## config.mk

```make
export PLATFORM = sky130hd
export DESIGN_NAME = load_store_ctrl
export DESIGN_NICKNAME = d
export VERILOG_FILES = /design/src/rtl/load_store_ctrl.sv
export SDC_FILE = /design/constraint.sdc
export NUM_CORES = 1
export LEC_CHECK = 0
export ABC_AREA = 1
export CORE_MARGIN = 2
export CORE_UTILIZATION = 60
export CTS_CLUSTER_SIZE = 20
export DETAILED_ROUTE_END_ITERATION = 16
export PLACE_DENSITY_LB_ADDON = 0.25
export SLEW_MARGIN = 40
export SYNTH_ARGS = -nofsm -noshare
export SYNTH_HDL_FRONTEND = slang
export SYNTH_SLANG_ARGS = --single-unit
export TNS_END_PERCENT = 5
```

## constraint.sdc

```tcl
create_clock -name clk_i -period 5.27 [get_ports clk_i]
set_clock_uncertainty 0.15 [all_clocks]
set_input_delay 0.527 -clock clk_i [delete_from_list [all_inputs] [get_ports clk_i]]
set_output_delay 0.527 -clock clk_i [all_outputs]
set_load 0.02 [all_outputs]
```

## src/rtl/load_store_ctrl.sv

```systemverilog
// Command-side controller for the load/store volume unit: alternates fill and
// drain phases over a valid/ready command port and cross-checks the unit's full flag.
`timescale 1ns/1ps
module load_store_ctrl #(
    parameter int N     = 5000,
    parameter int CBITS = 13
) (
    input  logic             clk_i,
    input  logic             rst_ni,
    input  logic             en_i,
    input  logic             cmd_ready_i,
    input  logic             sig_i,
    output logic             cmd_valid_o,
    output logic             cmd_inc_o,
    output logic [CBITS-1:0] shadow_o,
    output logic [1:0]       phase_o,
    output logic             mismatch_o
);

    // Handshake: a command transfers on a rising edge with cmd_valid_o=1 and
    // cmd_ready_i=1; once raised, cmd_valid_o/cmd_inc_o hold until that edge.
    typedef enum logic [1:0] {
        IDLE  = 2'd0,
        FILL  = 2'd1,
        DRAIN = 2'd2,
        FAULT = 2'd3
    } phase_e;

    localparam logic [CBITS-1:0] FULL = CBITS'(N);
    localparam logic [CBITS-1:0] ONE  = CBITS'(1);

    phase_e           state_q, state_d;
    logic [CBITS-1:0] shadow_q, shadow_d;
    logic             exp_full_q, exp_full_d;
    logic             valid_q, valid_d;
    logic             inc_q, inc_d;
    logic             mismatch_q, mismatch_d;

    logic accept;
    logic at_full;
    logic at_empty;
    logic check_err;

    assign accept    = valid_q & cmd_ready_i;
    assign at_full   = (shadow_q == FULL);
    assign at_empty  = (shadow_q == '0);
    // exp_full_q mirrors the one-cycle lag of the unit's registered full flag.
    assign check_err = ((state_q == FILL) || (state_q == DRAIN)) && (sig_i != exp_full_q);

    always_ff @(posedge clk_i or negedge rst_ni) begin
        if (!rst_ni) begin
            state_q    <= IDLE;
            shadow_q   <= '0;
            exp_full_q <= 1'b0;
            valid_q    <= 1'b0;
            inc_q      <= 1'b0;
            mismatch_q <= 1'b0;
        end else begin
            state_q    <= state_d;
            shadow_q   <= shadow_d;
            exp_full_q <= exp_full_d;
            valid_q    <= valid_d;
            inc_q      <= inc_d;
            mismatch_q <= mismatch_d;
        end
    end

    always_comb begin
        state_d    = state_q;
        valid_d    = valid_q & ~accept;
        inc_d      = inc_q;
        mismatch_d = mismatch_q;
        exp_full_d = at_full;
        shadow_d   = shadow_q;
        if (accept) begin
            shadow_d = inc_q ? (shadow_q + ONE) : (shadow_q - ONE);
        end

        case (state_q)
            IDLE: begin
                if (en_i) begin
                    state_d = FILL;
                    valid_d = 1'b1;
                    inc_d   = 1'b1;
                end
            end
            FILL: begin
                if (check_err) begin
                    state_d    = FAULT;
                    valid_d    = 1'b0;
                    mismatch_d = 1'b1;
                end else if (valid_q) begin
                    // A pending load is never withdrawn; only reissue while enabled.
                    if (accept) begin
                        valid_d = en_i && (shadow_d != FULL);
                    end
                end else if (!en_i || (at_full && exp_full_q && sig_i)) begin
                    state_d = DRAIN;
                    inc_d   = 1'b0;
                    valid_d = !at_empty;
                end else if (!at_full) begin
                    valid_d = 1'b1;
                end
            end
            DRAIN: begin
                if (check_err) begin
                    state_d    = FAULT;
                    valid_d    = 1'b0;
                    mismatch_d = 1'b1;
                end else if (valid_q) begin
                    if (accept) begin
                        valid_d = (shadow_d != '0);
                    end
                end else if (en_i) begin
                    state_d = FILL;
                    inc_d   = 1'b1;
                    valid_d = 1'b1;
                end else begin
                    state_d = IDLE;
                end
            end
            FAULT: begin
                valid_d    = 1'b0;
                mismatch_d = 1'b1;
            end
            default: begin
                state_d = IDLE;
            end
        endcase
    end

    assign cmd_valid_o = valid_q;
    assign cmd_inc_o   = inc_q;
    assign shadow_o    = shadow_q;
    assign phase_o     = state_q;
    assign mismatch_o  = mismatch_q;

endmodule

```

# [Word level (Yosys, flattened, before mapping)]
# Index checks and enable logic that the tools add are counted.
[classes] add_sub_neg=2 n_eq_ne=16 muxes=29 bitwise_logic=3 n_reduce_logical=17
[ops] op="$mux 13" n=2
[ops] op="$mux 1" n=17
[ops] op="$add 13x1->13 const B" n=1
[ops] op="$eq 13x13->1 const B" n=1
[ops] op="$logic_not 13->1" n=1
[ops] op="$ne 13x13->1 const B" n=1
[ops] op="$reduce_bool 13->1" n=1
[ops] op="$sub 13x1->13 const B" n=1
[ops] op="$mux 2" n=6
[ops] op="$ne 2x2->1 const B" n=5
[ops] op="$ne 3x3->1 const B" n=2
[ops] op="$pmux 2 s3" n=1
[ops] op="$reduce_and 6->1" n=1
[ops] op="$reduce_and 5->1" n=1
[ops] op="$eq 2x2->1 const B" n=2
[ops] op="$logic_and 1x1->1" n=4
[ops] op="$ne 2x1->1 const B" n=2
[ops] op="$pmux 1 s4" n=1
[ops] op="$ne 3x2->1 const B" n=1
[ops] op="$pmux 1 s3" n=1
[ops] op="$reduce_bool 3->1" n=1
[ops] op="$and 1x1->1" n=2
[ops] op="$eq 2x1->1 const B" n=1
[ops] op="$logic_not 1->1" n=2
[ops] op="8 further kinds" n=9
[totals] regBits=19 wordCells=73

# [Longest topological paths before layout]
[depth] ltp_word=9 depth_mapped=18 ltp_nobuf=18

# [Least setup slack after synthesis]
# Ideal clock, no wire load.
[synth_path] path_kind="register -> register" from="register inc_q (netlist: cmd_inc_o)" to="register valid_q (netlist: cmd_valid_o)" setup_ns=0.122 t_arrival_ns=2.171 required_ns=4.998 slack_ns=2.828 stages_incl_launch_ff=17 n_path_buf=0 period_less_slack_ns=2.442 path_cell_list="dfrtp_1 > inv_1 > ha_1 > nand2_1 > nand2_2 > nand2_1 > inv_1 > nand2_1 > nand3_1 > nand2_1 > nand3_1 > inv_1 > nand2_1 > nor2_1 > nand3_1 > a21oi_1 > a21oi_2"
[synth_between] elab_chain_cells=8 elab_cells_between_ends=12
[synth_lines] item="start: declaration" line="36" text="logic inc_q, inc_d;"
[synth_lines] item="start signal: assignment" line="63" text="inc_q <= inc_d;"
[synth_lines] item="$mux 13 (*)" line="76" text="shadow_d = inc_q ? (shadow_q + ONE) : (shadow_q - ONE);"
[synth_lines] item="$mux 13 (*)" line="75" text="if (accept) begin"
[synth_lines] item="$ne 13x13->1" line="95" text="valid_d = en_i && (shadow_d != FULL);"
[synth_lines] item="$logic_and 1x1->1" line="95"
[synth_lines] item="$mux 1" line="94" text="if (accept) begin"
[synth_lines] item="$mux 1" line="92" text="end else if (valid_q) begin"
[synth_lines] item="$mux 1" line="88" text="if (check_err) begin"
[synth_lines] item="$pmux 1 s4 (*)" line="79" text="case (state_q)"
[synth_lines] item="net valid_d" line="35" text="logic valid_q, valid_d;"
[synth_lines] item="end signal: assignment" line="62" text="valid_q <= valid_d;"
[synth_lines] item="end: declaration" line="35"
# The timed path passes the listed nets; every way through them passes the cells marked *.
# A chain may end at the register's enable or synchronous reset.

# [Final worst setup path]
# Ends and elaborated chain as after synthesis.

==> results.txt <==
- Area occupied by multi-input gates: 1224 um^2
- For this run, the slowest stage of the critical path takes 530 ps.
- Setup repair after global routing left no endpoint under its margin.
* Via count of the first global-routing pass: 1796
- From left edge to right edge, the die measures 61.13 um.
- Summed over all nets, the half-perimeter wirelength after detailed placement is 3797 um.
- Number of standard cells in the layout, taps in and fillers out: 378
* Layout cells sized above 1: 8.982%
- From bottom edge to top edge, the die measures 61.13 um.
- Max-cap violations in this run came to 0.
- Commonest cells after routing, fill and taps aside: 109 x nand2_1, 58 x inv_1, 28 x nand3_1
- Cell at the root of the clock tree: clkbuf_4
- The initial antenna violation count is 0.
- Antenna cell count: 0
- The first detailed-routing pass took 5 iterations.
- Count of flip-flops with a built-in enable after synthesis: 0
- After detailed routing, the average wire length per cell comes to 12.55 um.
* Transition time of the tightest slew-check pin: 565.8 ps
* Number of routed nets with antenna violations: 0
- Setup crit start kind: register
* Via count: 1958
- The first routing iteration left 140 violations.
- Tot GR Track Use: 28.20%
- Buffers inserted to repair hold after CTS numbered 0.
- Largest buffer count on any clock path: 2
- The final layout contains 357 nets.
- The checks that failed: hold timing.
* Worst Path Required: 5330 ps
- Setup violations remaining at the end of the flow were counted as 0.
* Number of unique standard cell types used by synthesis: 32
- The run finished, with violations left.
- The worst setup path is captured at a register.
* Effective utilization at floorplan: 63.62%
* Minimum clock period after layout: 2831 ps
- Routed vias/inst: 5.180
* Slowest cell on the critical path: dfrtp_1
- After floorplanning, the core was divided into 20 placement rows.
- Post-Synthesis Cells: 311
- Top cell type by total area after synthesis: dfrtp_1
- Filler instances: 256
- Clk Latency, worst-skew pair: 310 ps
- Port buffering added 22 buffers.
- Area share of the largest cell type after synthesis: 24.28%
- Crit-path most repeated cell: nand2_1
* Setup TNS: 0 ps
- In this run, placement finished with an instance count of 374.
- Buffers & Inverters on Critical Path: 3
- After layout, the worst path uses 53.72% of the clock period.
- Counting flops with an async set or reset pin after synthesis yields a share of 100.0%.
- The final count of pins violating max slew came to 0.
- Total wirelength of the detailed-routed design: 4745 um
* Final number of hold-violating endpoints: 19
- The first global-routing pass estimated 7872 um of wire.
* Highest Clock Rate: 353.2 MHz
* Most frequent standard cell in the layout excluding fill and tap cells: nand2_1
- Worst Slack Setup Final: 2439 ps
* Maximum number of pins on one net before global-route repair: 21
- Summed over all layers, the global routing overflow is 0.
* Clock buffer count from CTS: 3
- In this design, the largest share of critical-path delay is due to simple AND/OR/NAND/NOR gates.
* Clock-pin slew of the registers on the worst-case setup and hold paths: 110 ps
- Drt drc: 0
* Worst path arrival time: 2890 ps
* Slew margin rel.: 62.24%
* Post-Route Hold Slack: -15.94 ps
* Weighted congestion reported at the end of routability-driven placement: 0.9642
- Mapped Avg Cell Area: 6.296 um^2
* DIE AREA: 3736 um^2
- Number of warnings issued by yosys: 0
* Type of the worst setup path: reg -> reg
* Post-CTS Repair Setup Buffers: 0
- The synthesized design contains 19 register bits.
- Post-cts repair resize count: 0
- Area taken by flip-flops and latches: 475.5 um^2
- CTS built an H-tree with a depth of 1.
* Core ar.: 3078 um^2
* Flip-flop cell with the highest count after synthesis: dfrtp_1
* Leading cell types by total area after synthesis: dfrtp_1 24%, nand2_1 21%, inv_1 11%
- TritonCTS built the clock tree.
* Cell chain of the critical path: inv_1, ha_1, nand2_1, nand2_2, nand2_1, inv_1, nand2_1, nand3_1, nand2_1, nand3_1, inv_1, nand2_1, nor2_1, nand3_1, a21oi_1, a21oi_2
- Compared with the post-synthesis result, the final layout area differs by 13.67%.
* DP Worst Slack: 2340 ps
- The min-delay analysis places its worst path in the category in -> async.
* I/O pin cnt: 23
- Cell Area, Synth: 1958 um^2
- The number of nets handed over by synthesis was 333.
- TritonCTS Sinks: 19
* Crit path max fanout: 11
* Part of the Yosys area used for sequential elements: 24.28%
[state kept, by name, indices dropped and copies added (netlist names)]
register     count
cmd_inc_o        1
cmd_valid_o      1
shadow_o        13
phase_o          2
mismatch_o       1
exp_full_q       1
[cells in the mapped netlist, types with 2 or more instances]
library cell and instances:
buf_6 2, nand3_2 2, or2_2 5, dfrtp_1 19, inv_2 3, nor2_1 20
o21ai_2 2, nand3b_1 2, a21oi_2 2, nand3_1 28, o211a_1 2, nand4_1 6
inv_1 58, a21oi_1 7, nor2_2 2, nand2_1 109, nand2_2 6, o21ai_0 7
ha_1 16
[logic make-up after synthesis]
kind of cell / share of synthesized area (%)
xor gates and xnor gates: 1.278
AOI/OAI and AO/OA: 8.690
and+or+nand+nor: 41.28
buffers and inverters: 13.23
DFF: 24.28
adders and majority gates: 11.25
[cell type report]
class / instances / area share [%]
inverter: 61 / 10.29
clock inverter: 1 / 0.2248
multi-input combinational: 228 / 54.97
clock buffer: 3 / 1.012
sequential: 19 / 21.36
timing repair buffer: 22 / 9.668
tap: 44 / 2.473
[through the flow]
| stage | hold slack [ps] | util, % | area, um^2 |
|---|---|---|---|
| detailed placement | 312.9 | 71.59 | 2203 |
| floorplan | 81.41 | - | 1958 |
| global route | 19.98 | 72.32 | 2226 |
| CTS | 341.1 | 72.48 | 2231 |
| global placement | 309.0 | 71.59 | 2203 |
| finish | -15.94 | 72.32 | 2226 |
[layer usage]
| metal | global-route usage [%] | wire length (um) | up-vias |
|---|---|---|---|
| met1 | 40.32 | 2214 | 878 |
| met2 | 45.59 | 2253 | 50 |
| met4 | 8.385 | 63 | 0 |
| met5 | 0 | 0 | - |
| met3 | 2.521 | 213 | 9 |
| li1 | - | - | 1021 |
[worst reg2reg max path, stage by stage, from the launching register on]
cell     delay (ps)
dfrtp_1         530
inv_1           300
ha_1            460
nand2_1         160
nand2_2          90
nand2_1          80
inv_1            70
nand2_1          50
nand3_1          70
nand2_1         110
nand3_1         110
inv_1            70
nand2_1          50
nor2_1           90
nand3_1          80
a21oi_1         190
a21oi_2          80
[path summary, 6_finish.rpt]
| kind | to | slack [ps] | from | cells after the start |
|---|---|---|---|---|
| worst max-delay path | cmd_valid_o | 2440 | cmd_inc_o | 16 |
| max in group asynchronous | shadow_o[7] | 4680 | rst_ni | 1 |
| min in group clk_i | mismatch_o | 340 | mismatch_o | 2 |
| worst min register to register | mismatch_o | 340 | mismatch_o | 2 |
| worst min-delay path | phase_o[0] | -20 | rst_ni | 1 |
| worst max register to register | cmd_valid_o | 2440 | cmd_inc_o | 16 |
Power is left out: the tool's default activity adds up to more than one toggle a clock period on the data nets, which glitch-free logic cannot reach.
